<file path="src/rtl/jstk2_spi_reader.sv">
// jstk2_spi_reader
//   SPI master (mode 0) that polls a PmodJSTK2 joystick with a fixed 5-byte
//   "get position" frame. It publishes the decoded X/Y position and the two
//   button bits together, with a one-cycle valid strobe.
//
// Ports
//   clk     in   1   system clock
//   rst     in   1   synchronous, active-high reset
//   enable  in   1   1 = poll continuously; 0 = finish current frame, then idle
//   miso    in   1   SPI data from joystick
//   sclk    out  1   SPI clock, idle low
//   mosi    out  1   SPI data to joystick, MSB first
//   cs_n    out  1   SPI chip select, active low
//   xpos    out  10  last decoded X position
//   ypos    out  10  last decoded Y position
//   button  out  2   last decoded buttons: [0] stick press, [1] trigger
//   valid   out  1   one-cycle pulse when xpos/ypos/button update
//   busy    out  1   high from cs_n fall until the cs_n idle time completes
//
// state      | meaning
// -----------+------------------------------------------------------------
// IDLE       | waiting for enable; next cycle starts a frame
// CS_SETUP   | cs_n low, sclk low, mosi holds MSB of byte 0
// SHIFT      | clocking bits: SCLK_HALF low, then SCLK_HALF high per bit
// GAP        | inter-byte pause after bytes 0-3, sclk low, cs_n low
// CS_IDLE    | cs_n high for CS_IDLE_CYC after a frame, busy still high
// WAIT       | holding off until the poll period since last cs_n fall ends
module jstk2_spi_reader #(
    parameter int SCLK_HALF       = 12,
    parameter int CS_SETUP_CYC    = 180,
    parameter int BYTE_GAP_CYC    = 120,
    parameter int CS_IDLE_CYC     = 300,
    parameter int POLL_PERIOD_CYC = 120000
) (
    input  logic       clk,
    input  logic       rst,
    input  logic       enable,
    input  logic       miso,
    output logic       sclk,
    output logic       mosi,
    output logic       cs_n,
    output logic [9:0] xpos,
    output logic [9:0] ypos,
    output logic [1:0] button,
    output logic       valid,
    output logic       busy
);

    typedef enum logic [2:0] {
        ST_IDLE,
        ST_CS_SETUP,
        ST_SHIFT,
        ST_GAP,
        ST_CS_IDLE,
        ST_WAIT
    } state_t;

    localparam int MAX_A   = (CS_SETUP_CYC > CS_IDLE_CYC) ? CS_SETUP_CYC : CS_IDLE_CYC;
    localparam int MAX_B   = (BYTE_GAP_CYC > SCLK_HALF) ? BYTE_GAP_CYC : SCLK_HALF;
    localparam int TMR_MAX = (MAX_A > MAX_B) ? MAX_A : MAX_B;
    localparam int TMR_W   = $clog2(TMR_MAX + 1);
    localparam int POLL_W  = $clog2(POLL_PERIOD_CYC + 1);

    localparam logic [TMR_W-1:0] TMR_ONE    = TMR_W'(1);
    localparam logic [TMR_W-1:0] SETUP_LOAD = TMR_W'(CS_SETUP_CYC - 1);
    localparam logic [TMR_W-1:0] HALF_LOAD  = TMR_W'(SCLK_HALF - 1);
    localparam logic [TMR_W-1:0] GAP_LOAD   = TMR_W'(BYTE_GAP_CYC - 1);
    localparam logic [TMR_W-1:0] IDLE_LOAD  = TMR_W'(CS_IDLE_CYC - 1);

    localparam logic [POLL_W-1:0] POLL_MAX = POLL_W'(POLL_PERIOD_CYC);
    // Two cycles early: one for the WAIT->IDLE hop and one for IDLE->CS_SETUP,
    // so successive cs_n falls land exactly POLL_PERIOD_CYC apart.
    localparam logic [POLL_W-1:0] POLL_EXP = POLL_W'(POLL_PERIOD_CYC - 2);

    localparam logic [7:0] CMD_BYTE = 8'hC0;

    // Command frame is CMD_BYTE followed by four zero bytes; bit_idx 0 is the MSB.
    function automatic logic tx_bit(input logic [2:0] byte_idx, input logic [2:0] bit_idx);
        logic [7:0] b;
        b = (byte_idx == 3'd0) ? CMD_BYTE : 8'h00;
        return b[3'd7 - bit_idx];
    endfunction

    state_t             state, state_nxt;
    logic [TMR_W-1:0]   tmr, tmr_nxt;
    logic [POLL_W-1:0]  poll_cnt, poll_nxt;
    logic [3:0]         bit_cnt, bit_nxt;
    logic [2:0]         byte_cnt, byte_nxt;
    logic [39:0]        rx, rx_nxt;
    logic               enable_q;
    logic               sclk_nxt, mosi_nxt, cs_n_nxt, valid_nxt, busy_nxt;
    logic [9:0]         xpos_nxt, ypos_nxt;
    logic [1:0]         button_nxt;
    logic               frame_start;
    logic               tmr_done;
    logic               poll_expired;

    assign tmr_done     = (tmr == '0);
    assign poll_expired = (poll_cnt >= POLL_EXP);

    always_comb begin
        state_nxt   = state;
        tmr_nxt     = tmr;
        bit_nxt     = bit_cnt;
        byte_nxt    = byte_cnt;
        rx_nxt      = rx;
        sclk_nxt    = sclk;
        mosi_nxt    = mosi;
        cs_n_nxt    = cs_n;
        xpos_nxt    = xpos;
        ypos_nxt    = ypos;
        button_nxt  = button;
        valid_nxt   = 1'b0;
        busy_nxt    = busy;
        frame_start = 1'b0;

        case (state)
            ST_IDLE: begin
                if (enable_q) begin
                    state_nxt   = ST_CS_SETUP;
                    cs_n_nxt    = 1'b0;
                    busy_nxt    = 1'b1;
                    mosi_nxt    = tx_bit(3'd0, 3'd0);
                    tmr_nxt     = SETUP_LOAD;
                    bit_nxt     = 4'd0;
                    byte_nxt    = 3'd0;
                    frame_start = 1'b1;
                end
            end
            ST_CS_SETUP: begin
                if (tmr_done) begin
                    state_nxt = ST_SHIFT;
                    tmr_nxt   = HALF_LOAD;
                end else begin
                    tmr_nxt = tmr - TMR_ONE;
                end
            end
            ST_SHIFT: begin
                if (!tmr_done) begin
                    tmr_nxt = tmr - TMR_ONE;
                end else if (!sclk) begin
                    // bit_cnt == 8 marks the trailing low phase after the last byte
                    if (bit_cnt == 4'd8) begin
                        state_nxt  = ST_CS_IDLE;
                        cs_n_nxt   = 1'b1;
                        tmr_nxt    = IDLE_LOAD;
                        valid_nxt  = 1'b1;
                        xpos_nxt   = {rx[25:24], rx[39:32]};
                        ypos_nxt   = {rx[9:8], rx[23:16]};
                        button_nxt = rx[1:0];
                    end else begin
                        sclk_nxt = 1'b1;
                        rx_nxt   = {rx[38:0], miso};
                        tmr_nxt  = HALF_LOAD;
                    end
                end else begin
                    sclk_nxt = 1'b0;
                    tmr_nxt  = HALF_LOAD;
                    if (bit_cnt == 4'd7) begin
                        if (byte_cnt == 3'd4) begin
                            bit_nxt = 4'd8;
                        end else begin
                            state_nxt = ST_GAP;
                            tmr_nxt   = GAP_LOAD;
                        end
                    end else begin
                        bit_nxt  = bit_cnt + 4'd1;
                        mosi_nxt = tx_bit(byte_cnt, bit_cnt[2:0] + 3'd1);
                    end
                end
            end
            ST_GAP: begin
                if (tmr_done) begin
                    state_nxt = ST_SHIFT;
                    tmr_nxt   = HALF_LOAD;
                    bit_nxt   = 4'd0;
                    byte_nxt  = byte_cnt + 3'd1;
                    mosi_nxt  = tx_bit(byte_cnt + 3'd1, 3'd0);
                end else begin
                    tmr_nxt = tmr - TMR_ONE;
                end
            end
            ST_CS_IDLE: begin
                if (tmr_done) begin
                    state_nxt = ST_WAIT;
                    busy_nxt  = 1'b0;
                end else begin
                    tmr_nxt = tmr - TMR_ONE;
                end
            end
            ST_WAIT: begin
                if (poll_expired) begin
                    state_nxt = ST_IDLE;
                end
            end
            default: begin
                state_nxt = ST_IDLE;
            end
        endcase

        if (frame_start) begin
            poll_nxt = '0;
        end else if (poll_cnt == POLL_MAX) begin
            poll_nxt = poll_cnt;
        end else begin
            poll_nxt = poll_cnt + POLL_W'(1);
        end
    end

    always_ff @(posedge clk) begin
        if (rst) begin
            state    <= ST_IDLE;
            tmr      <= '0;
            poll_cnt <= '0;
            bit_cnt  <= '0;
            byte_cnt <= '0;
            rx       <= '0;
            enable_q <= 1'b0;
            sclk     <= 1'b0;
            mosi     <= 1'b0;
            cs_n     <= 1'b1;
            xpos     <= '0;
            ypos     <= '0;
            button   <= '0;
            valid    <= 1'b0;
            busy     <= 1'b0;
        end else begin
            state    <= state_nxt;
            tmr      <= tmr_nxt;
            poll_cnt <= poll_nxt;
            bit_cnt  <= bit_nxt;
            byte_cnt <= byte_nxt;
            rx       <= rx_nxt;
            enable_q <= enable;
            sclk     <= sclk_nxt;
            mosi     <= mosi_nxt;
            cs_n     <= cs_n_nxt;
            xpos     <= xpos_nxt;
            ypos     <= ypos_nxt;
            button   <= button_nxt;
            valid    <= valid_nxt;
            busy     <= busy_nxt;
        end
    end

endmodule

</file>
<file path="config.mk">
export PLATFORM = sky130hd
export DESIGN_NAME = jstk2_spi_reader
export DESIGN_NICKNAME = d
export VERILOG_FILES = /design/src/rtl/jstk2_spi_reader.sv
export SDC_FILE = /design/constraint.sdc
export NUM_CORES = 1
export LEC_CHECK = 0
export CAP_MARGIN = 10
export CORE_MARGIN = 8
export CORE_UTILIZATION = 35
export DETAILED_ROUTE_END_ITERATION = 12
export SYNTH_ARGS = -nofsm -noshare
export SYNTH_HDL_FRONTEND = slang
export SYNTH_SLANG_ARGS = --single-unit
</file>
<file path="constraint.sdc">
create_clock -name clk -period 2.05 [get_ports clk]
set_clock_uncertainty 0.15 [all_clocks]
set_input_delay 0.5125 -clock clk [delete_from_list [all_inputs] [get_ports clk]]
set_output_delay 0.5125 -clock clk [all_outputs]
set_load 0.02 [all_outputs]
</file>
# Word-level counts from Yosys, hierarchy flattened
# Cells that the tools add are included.
[totals]
register_bits = 104
latch_bits = 0
mem_count = 0
inputBits = 4
romBits = 0
ramBits = 0
out_inout_bits = 27
elab_cells = 124
[classes]
n_reduce_logical = 22
bitwise = 4
n_div = 0
n_eq_ne = 24
n_lt_le_gt_ge = 2
addsub = 6
mul = 0
n_mux = 51
shifts = 0
[op_table]
columns = ["operator", "n"]
rows = [
  ["2-to-1 mux 9 bit", 6],
  ["one-hot mux 9 bit (4 select lines)", 1],
  ["2-to-1 mux 3 bit", 11],
  ["2-to-1 mux 4 bit", 6],
  ["inequality test 2 bit, second input constant", 10],
  ["adder 17 x 1 -> 17 bit, second input constant", 1],
  ["== test 17 bit, second input constant", 1],
  ["greater-or-equal comparator 17 bit, second input constant", 1],
  ["2-to-1 mux 1 bit", 16],
  ["2-to-1 mux 8 bit", 2],
  ["one-hot mux 3 bit (5 select lines)", 1],
  ["2-to-1 mux 7 bit", 2],
  ["inequality test 3 bit, second input constant", 4],
  ["one-hot mux 4 bit (3 select lines)", 1],
  ["AND reduction 6 bit", 2],
  ["== test 3 bit, second input constant", 3],
  ["zero test 3 bit", 3],
  ["zero test 9 bit", 1],
  ["AND reduction 3 bit", 3],
  ["subtractor 9 x 1 -> 9 bit, second input constant", 1],
  ["AND reduction 4 bit", 2],
  ["AND reduction 8 bit", 1],
  ["adder 3 x 1 -> 3 bit, second input constant", 2],
  ["== test 3 x 2 -> 1 bit, second input constant", 2],
  ["other kinds (19)", 26],
]

# Logic depth before layout (Yosys ltp)
[logic_depth]
ltp_word = 8
depth_mapped = 9
ltp_nobuf = 7

# Worst setup path before layout
# Ideal clock, no wire load.
[synth_path]
path_kind = "reg-to-reg"
startpoint = "register tmr[0]"
endpoint = "register rx[31]"
stages_incl_launch_ff = 10
path_slack_ps = -185
period_less_slack_ps = 2235
required_time_ps = 1768
arrival_ps = 1953
cell_sequence = "dfxtp_1 -> inv_1 -> ha_1 -> nor4b_4 -> nand2_2 -> or4_1 -> buf_2 -> buf_6 -> nand2_1 -> a21oi_1"
[synth_between]
elab_chain_len = 2
[synth_rtl]
columns = ["item", "line_no", "text"]
rows = [
  ["from (decl)", "85", "logic [TMR_W-1:0] tmr, tmr_nxt;"],
  ["from (signal assigned)", "229", "tmr <= tmr_nxt;"],
  ["zero test 9 bit", "98", "assign tmr_done = (tmr == '0);"],
  ["AND reduction 4 bit (no source line)", "--", ""],
  ["to (signal assigned)", "233", "rx <= rx_nxt;"],
  ["to (decl)", "89", "logic [39:0] rx, rx_nxt;"],
]
# Every way passes these cells.
# A chain may end at the register's enable or synchronous reset.

# Final worst setup path
[layout_path]
startpoint = "register tmr[1]"
endpoint = "register tmr[5]"
[layout_between]
elab_chain_len = 3
[layout_rtl]
columns = ["item", "line_no", "text"]
rows = [
  ["subtractor 9 x 1 -> 9 bit or zero test 9 bit (tied branches)", "--", ""],
  ["2-to-1 mux 9 bit (tied with other cells)", "184", "if (tmr_done) begin"],
  ["one-hot mux 9 bit (4 select lines) or AND reduction 3 bit (tied branches)", "--", ""],
]
# Parallel ways exist; a longest one is shown, timed or not. The select of a mux whose other input is x is not followed.

==> results_tabular.tex <==
\begin{tabular}{lr}
\hline
Metric & Value \\
\hline
\multicolumn{2}{l}{\textbf{Timing}} \\
PnR worst setup slack & -0.140 ns \\
Final setup vio count & 70 \\
Unrepaired setup endpoints after global routing & yes \\
Worst slack on hold paths & 0.304 ns \\
Worst slew pin tran & $\sim$0.63 ns \\
Fraction of the cycle the final worst path needs & 107\% \\
Final total negative setup slack & -5.03 ns \\
Post-layout min period & between 2 and 2.5 ns \\
Peak Freq & 457 MHz \\
Max Transition Viols Final & 0 \\
Final hold violation count & 0 \\
Headroom to the max-slew limit & between 50\% and 60\% \\
\multicolumn{2}{l}{\textbf{CTS}} \\
Latest clock arrival within the worst-skew pair & $\sim$0.36 ns \\
CTS tree & done \\
Cts bufs inserted & 9 \\
Deepest clock path buffer count & 2 \\
H-Tree Depth & 3 \\
Root buf cell & sky130\_fd\_sc\_hd\_\_clkbuf\_16 \\
Clock transition at the registers of the reported paths & 0.07 ns \\
Number of clock sinks seen by CTS & 104 \\
\multicolumn{2}{l}{\textbf{Synthesis}} \\
Ys async rst share & 0\% \\
Syn\_nets & 601 \\
Number of flops mapped to enable cells by yosys & 0 \\
Number of synthesis warnings & 0 \\
Dominant cell type by area after synthesis & sky130\_fd\_sc\_hd\_\_dfxtp\_1 \\
Area of the mapped netlist & 4700 um2 \\
Primary FF master, synth & sky130\_fd\_sc\_hd\_\_dfxtp\_1 \\
Synthesized area per cell & 8.00 um2 \\
Proportion of synthesized chip area in sequential cells & 44.3\% \\
Leading post-synthesis cells by cell area & sky130\_fd\_sc\_hd\_\_dfxtp\_1 44\%, sky130\_fd\_sc\_hd\_\_nand2\_1 12\%, sky130\_fd\_sc\_hd\_\_a21oi\_1 8.9\% \\
Share of Yosys cell area claimed by the top area cell type & 44.3\% \\
Post-synthesis cell type count & 61 \\
Post-Syn Instances & a little under 600 \\
Seq cells post-synth & 104 \\
\multicolumn{2}{l}{\textbf{GRT}} \\
Total GRT Usage & between 10\% and 20\% \\
Global-route wire length before repair & roughly 21000 um \\
Largest net degree at the start of global routing & 83 \\
Total global routing overflow & 0 \\
Most congested layer reported by global routing & met2 \\
Met1 routing resource usage after global routing & between 15 and 20\% \\
Met2 usage & 24.7\% \\
Antenna violations before repair & 0 \\
Met3 Usage GRT & 3.16\% \\
Via count of the first global-routing pass & 4332 \\
\multicolumn{2}{l}{\textbf{Hold path}} \\
Hold depth & 2 \\
Hold WC Path Type & reg -> reg \\
Worst hold endpoint & rx[28] \\
Hold Crit Start & rx[27] \\
\multicolumn{2}{l}{\textbf{Status}} \\
Run status & finished, violations left \\
Violated checks & setup timing \\
\multicolumn{2}{l}{\textbf{Finish}} \\
Finished Cell Area & $\sim$6500 um2 \\
Area delta synth->final & 38.1\% \\
Utilization after layout & 49.2\% \\
Layout net count & 692 \\
Antenna cells & 0 \\
Area of the multi-input gates & 2700 um2 \\
Share of layout cells above drive strength 1 & 25.3\% \\
Register Area & 2090 um2 \\
Number of inserted filler cells in the final layout & approximately 1200 \\
\multicolumn{2}{l}{\textbf{Worst setup path}} \\
Req. time, crit path & 2.17 ns \\
Critical path launch point type & flip-flop \\
Critical Path AT & about 2.3 ns \\
Element type at the critical path end & flip-flop \\
Reg2reg end & tmr[5] \\
Reg-to-Reg Start & tmr[1] \\
Number of cells on the worst reg-to-reg path & 6 \\
Critical path cell sequence & buf\_6 -> or4\_4 -> or3\_4 -> a211o\_1 -> a22o\_1 -> o221ai\_1 \\
Master of the slowest instance on the critical path & sky130\_fd\_sc\_hd\_\_or4\_4 \\
Max stage delay on crit path & around 0.51 ns \\
Setup CP Type & reg -> reg \\
Largest fanout on the critical path & 3 \\
R2R setup slack & -0.14 ns \\
\multicolumn{2}{l}{\textbf{Place}} \\
HPWL reported at the end of detailed placement & 8330 um \\
Port Buffers & 30 \\
Post-Place Cell Area & 5690 um2 \\
Placer's final routability congestion estimate & approximately 0.88 \\
\multicolumn{2}{l}{\textbf{Drt}} \\
Count of vias placed by the detailed router & 4520 \\
Total DRC errors in the routed layout & 0 \\
Initial DRC Count & 255 \\
Number of nets with antenna violations after routing & 0 \\
Routed length per instance & approximately 15 um \\
Final wirelength & 12700 um \\
Vias/cell & 5.26 \\
First-pass detailed-route iteration total & 5 \\
\multicolumn{2}{l}{\textbf{Floorplanning}} \\
Starting density of the core & 35.6\% \\
Number of placed I/O pins & 31 \\
Vertical die dimension & 132 um \\
Die Area & 17400 um2 \\
DIE WIDTH & 132 um \\
Number of standard-cell rows in the floorplan & 42 \\
Placeable core area & 13200 um2 \\
\multicolumn{2}{l}{\textbf{Power and ir drop}} \\
Clock group share of total power & 23.3\% \\
Logic pwr share & 45.7\% \\
Flop pwr share & 31.0\% \\
Maximum VDD drop & 0.000627 V \\
Net Switching & between 2 and 3 mW \\
Switching part of the total power & 37.0\% \\
Leakage power total & 2.41 nW \\
Power density cells & 1130 nW/um2 \\
Post-layout power & 7.32 mW \\
Internal power contribution & 4.61 mW \\
\multicolumn{2}{l}{\textbf{Job}} \\
Number of violations of the max-capacitance limit & 0 \\
\hline
\end{tabular}
## registers in the layout, indices dropped and copies added (netlist names), 2 cells and up
register	count
poll_cnt	17
ypos	10
button	2
bit_cnt	4
tmr	9
xpos	10
byte_cnt	3
state	3
rx	40
## cell type report
type	count	area share (%)
flip-flops and latches	104	32.2
repair buffers	119	17.5
inverters	13	0.791
well taps	176	3.39
clock buffers	9	3.47
multi-input cells	431	41.6
clock inverters	7	1.10
## power groups by stage
stage                     logic (mW)  clock network [mW]  registers, mW
final                           3.35                1.71           2.27
after detailed placement        2.60                   0           2.31
after global routing            3.57                1.83           2.29
after floorplan                 1.55                   0           2.31
after global placement          2.58                   0           2.31
after CTS                       2.90                1.76           2.27
## worst max path at each step
stage | start | to | slack (ns) | depth (start not counted)
4_1_cts | tmr[1] | tmr[5] | -0.13 | 6
3_5_place_dp | poll_cnt[10] | state[2] | -0.12 | 5
6_report | tmr[1] | tmr[5] | -0.14 | 6
2_1_floorplan | tmr[2] | tmr[5] | -0.06 | 6
5_1_grt | tmr[1] | rx[33] | -0.21 | 10
3_3_place_gp | tmr[1] | tmr[6] | -0.09 | 9
## critical path, delay by kind of cell (launching register included)
kind                   cells  cell delay, ns
and+or+nand+nor            2            0.86
AOI/OAI and AO/OA          3            0.66
DFF                        1            0.34
buffers and inverters      1            0.11
## kinds of logic (layout without fill, tap and decap cells)
| logic type | after synthesis | count (layout) | share of synthesized area, % |
|---|---|---|---|
| and+or+nand+nor | 261 | 261 | 25.9 |
| buffers and inverters | 52 | 148 | 5.33 |
| muxes | 4 | 4 | 0.852 |
| adders and majority gates | 10 | 10 | 2.66 |
| xor gates and xnor gates | 19 | 19 | 3.54 |
| AOI/OAI and AO/OA | 137 | 137 | 17.4 |
| DFF | 104 | 104 | 44.3 |
## cells in the mapped netlist, types with 3 or more instances
cell,count
sky130_fd_sc_hd__o21ai_0,13
sky130_fd_sc_hd__nor2_1,38
sky130_fd_sc_hd__or3_1,6
sky130_fd_sc_hd__nor3b_1,4
sky130_fd_sc_hd__nor3_1,10
sky130_fd_sc_hd__a311oi_1,3
sky130_fd_sc_hd__nand3_1,19
sky130_fd_sc_hd__nand4_1,9
sky130_fd_sc_hd__nor4_1,5
sky130_fd_sc_hd__clkbuf_1,25
sky130_fd_sc_hd__dfxtp_1,104
sky130_fd_sc_hd__and4_1,3
sky130_fd_sc_hd__and3_1,3
sky130_fd_sc_hd__buf_6,6
sky130_fd_sc_hd__xor2_1,12
sky130_fd_sc_hd__a31oi_1,5
sky130_fd_sc_hd__a21o_1,3
sky130_fd_sc_hd__ha_1,10
sky130_fd_sc_hd__inv_1,13
sky130_fd_sc_hd__buf_2,8
sky130_fd_sc_hd__a21oi_1,84
sky130_fd_sc_hd__nand2_1,144
sky130_fd_sc_hd__mux2i_1,4
sky130_fd_sc_hd__xnor2_1,7
## per-stage QoR
step	setup WS, ns	std cells
finish	-0.140	859
global route	-0.209	859
CTS	-0.133	856
detailed placement	-0.118	830
global placement	-0.0905	830
floorplan	-0.0629	587
## cell usage in the layout, fill, tap and decap left out, types with 11 or more instances in the layout
cell type	synthesis	routed
sky130_fd_sc_hd__buf_4	0	73
sky130_fd_sc_hd__nand3_1	19	18
sky130_fd_sc_hd__a21oi_1	84	67
sky130_fd_sc_hd__a21oi_2	0	17
sky130_fd_sc_hd__nor2_1	38	36
sky130_fd_sc_hd__inv_1	13	11
sky130_fd_sc_hd__dfxtp_1	104	101
sky130_fd_sc_hd__clkdlybuf4s50_1	0	27
sky130_fd_sc_hd__o21ai_0	13	11
sky130_fd_sc_hd__xor2_1	12	12
sky130_fd_sc_hd__nand2_1	144	133
## per-layer routing
layer | wire length, um | share of wire [%]
met5 | 0 | 0
met4 | 294 | 2.3
met3 | 480 | 3.8
met2 | 6290 | 50
met1 | 5590 | 44
## repair_timing
action,4_1_cts,5_1_grt
pin swaps,18,17
cloned,3,1
gates resized for setup,41,38
hold buffers,0,0
buffers inserted,8,3
setup endpoints to repair,76,76
No activity file was read; power rests on OpenSTA's default activity.
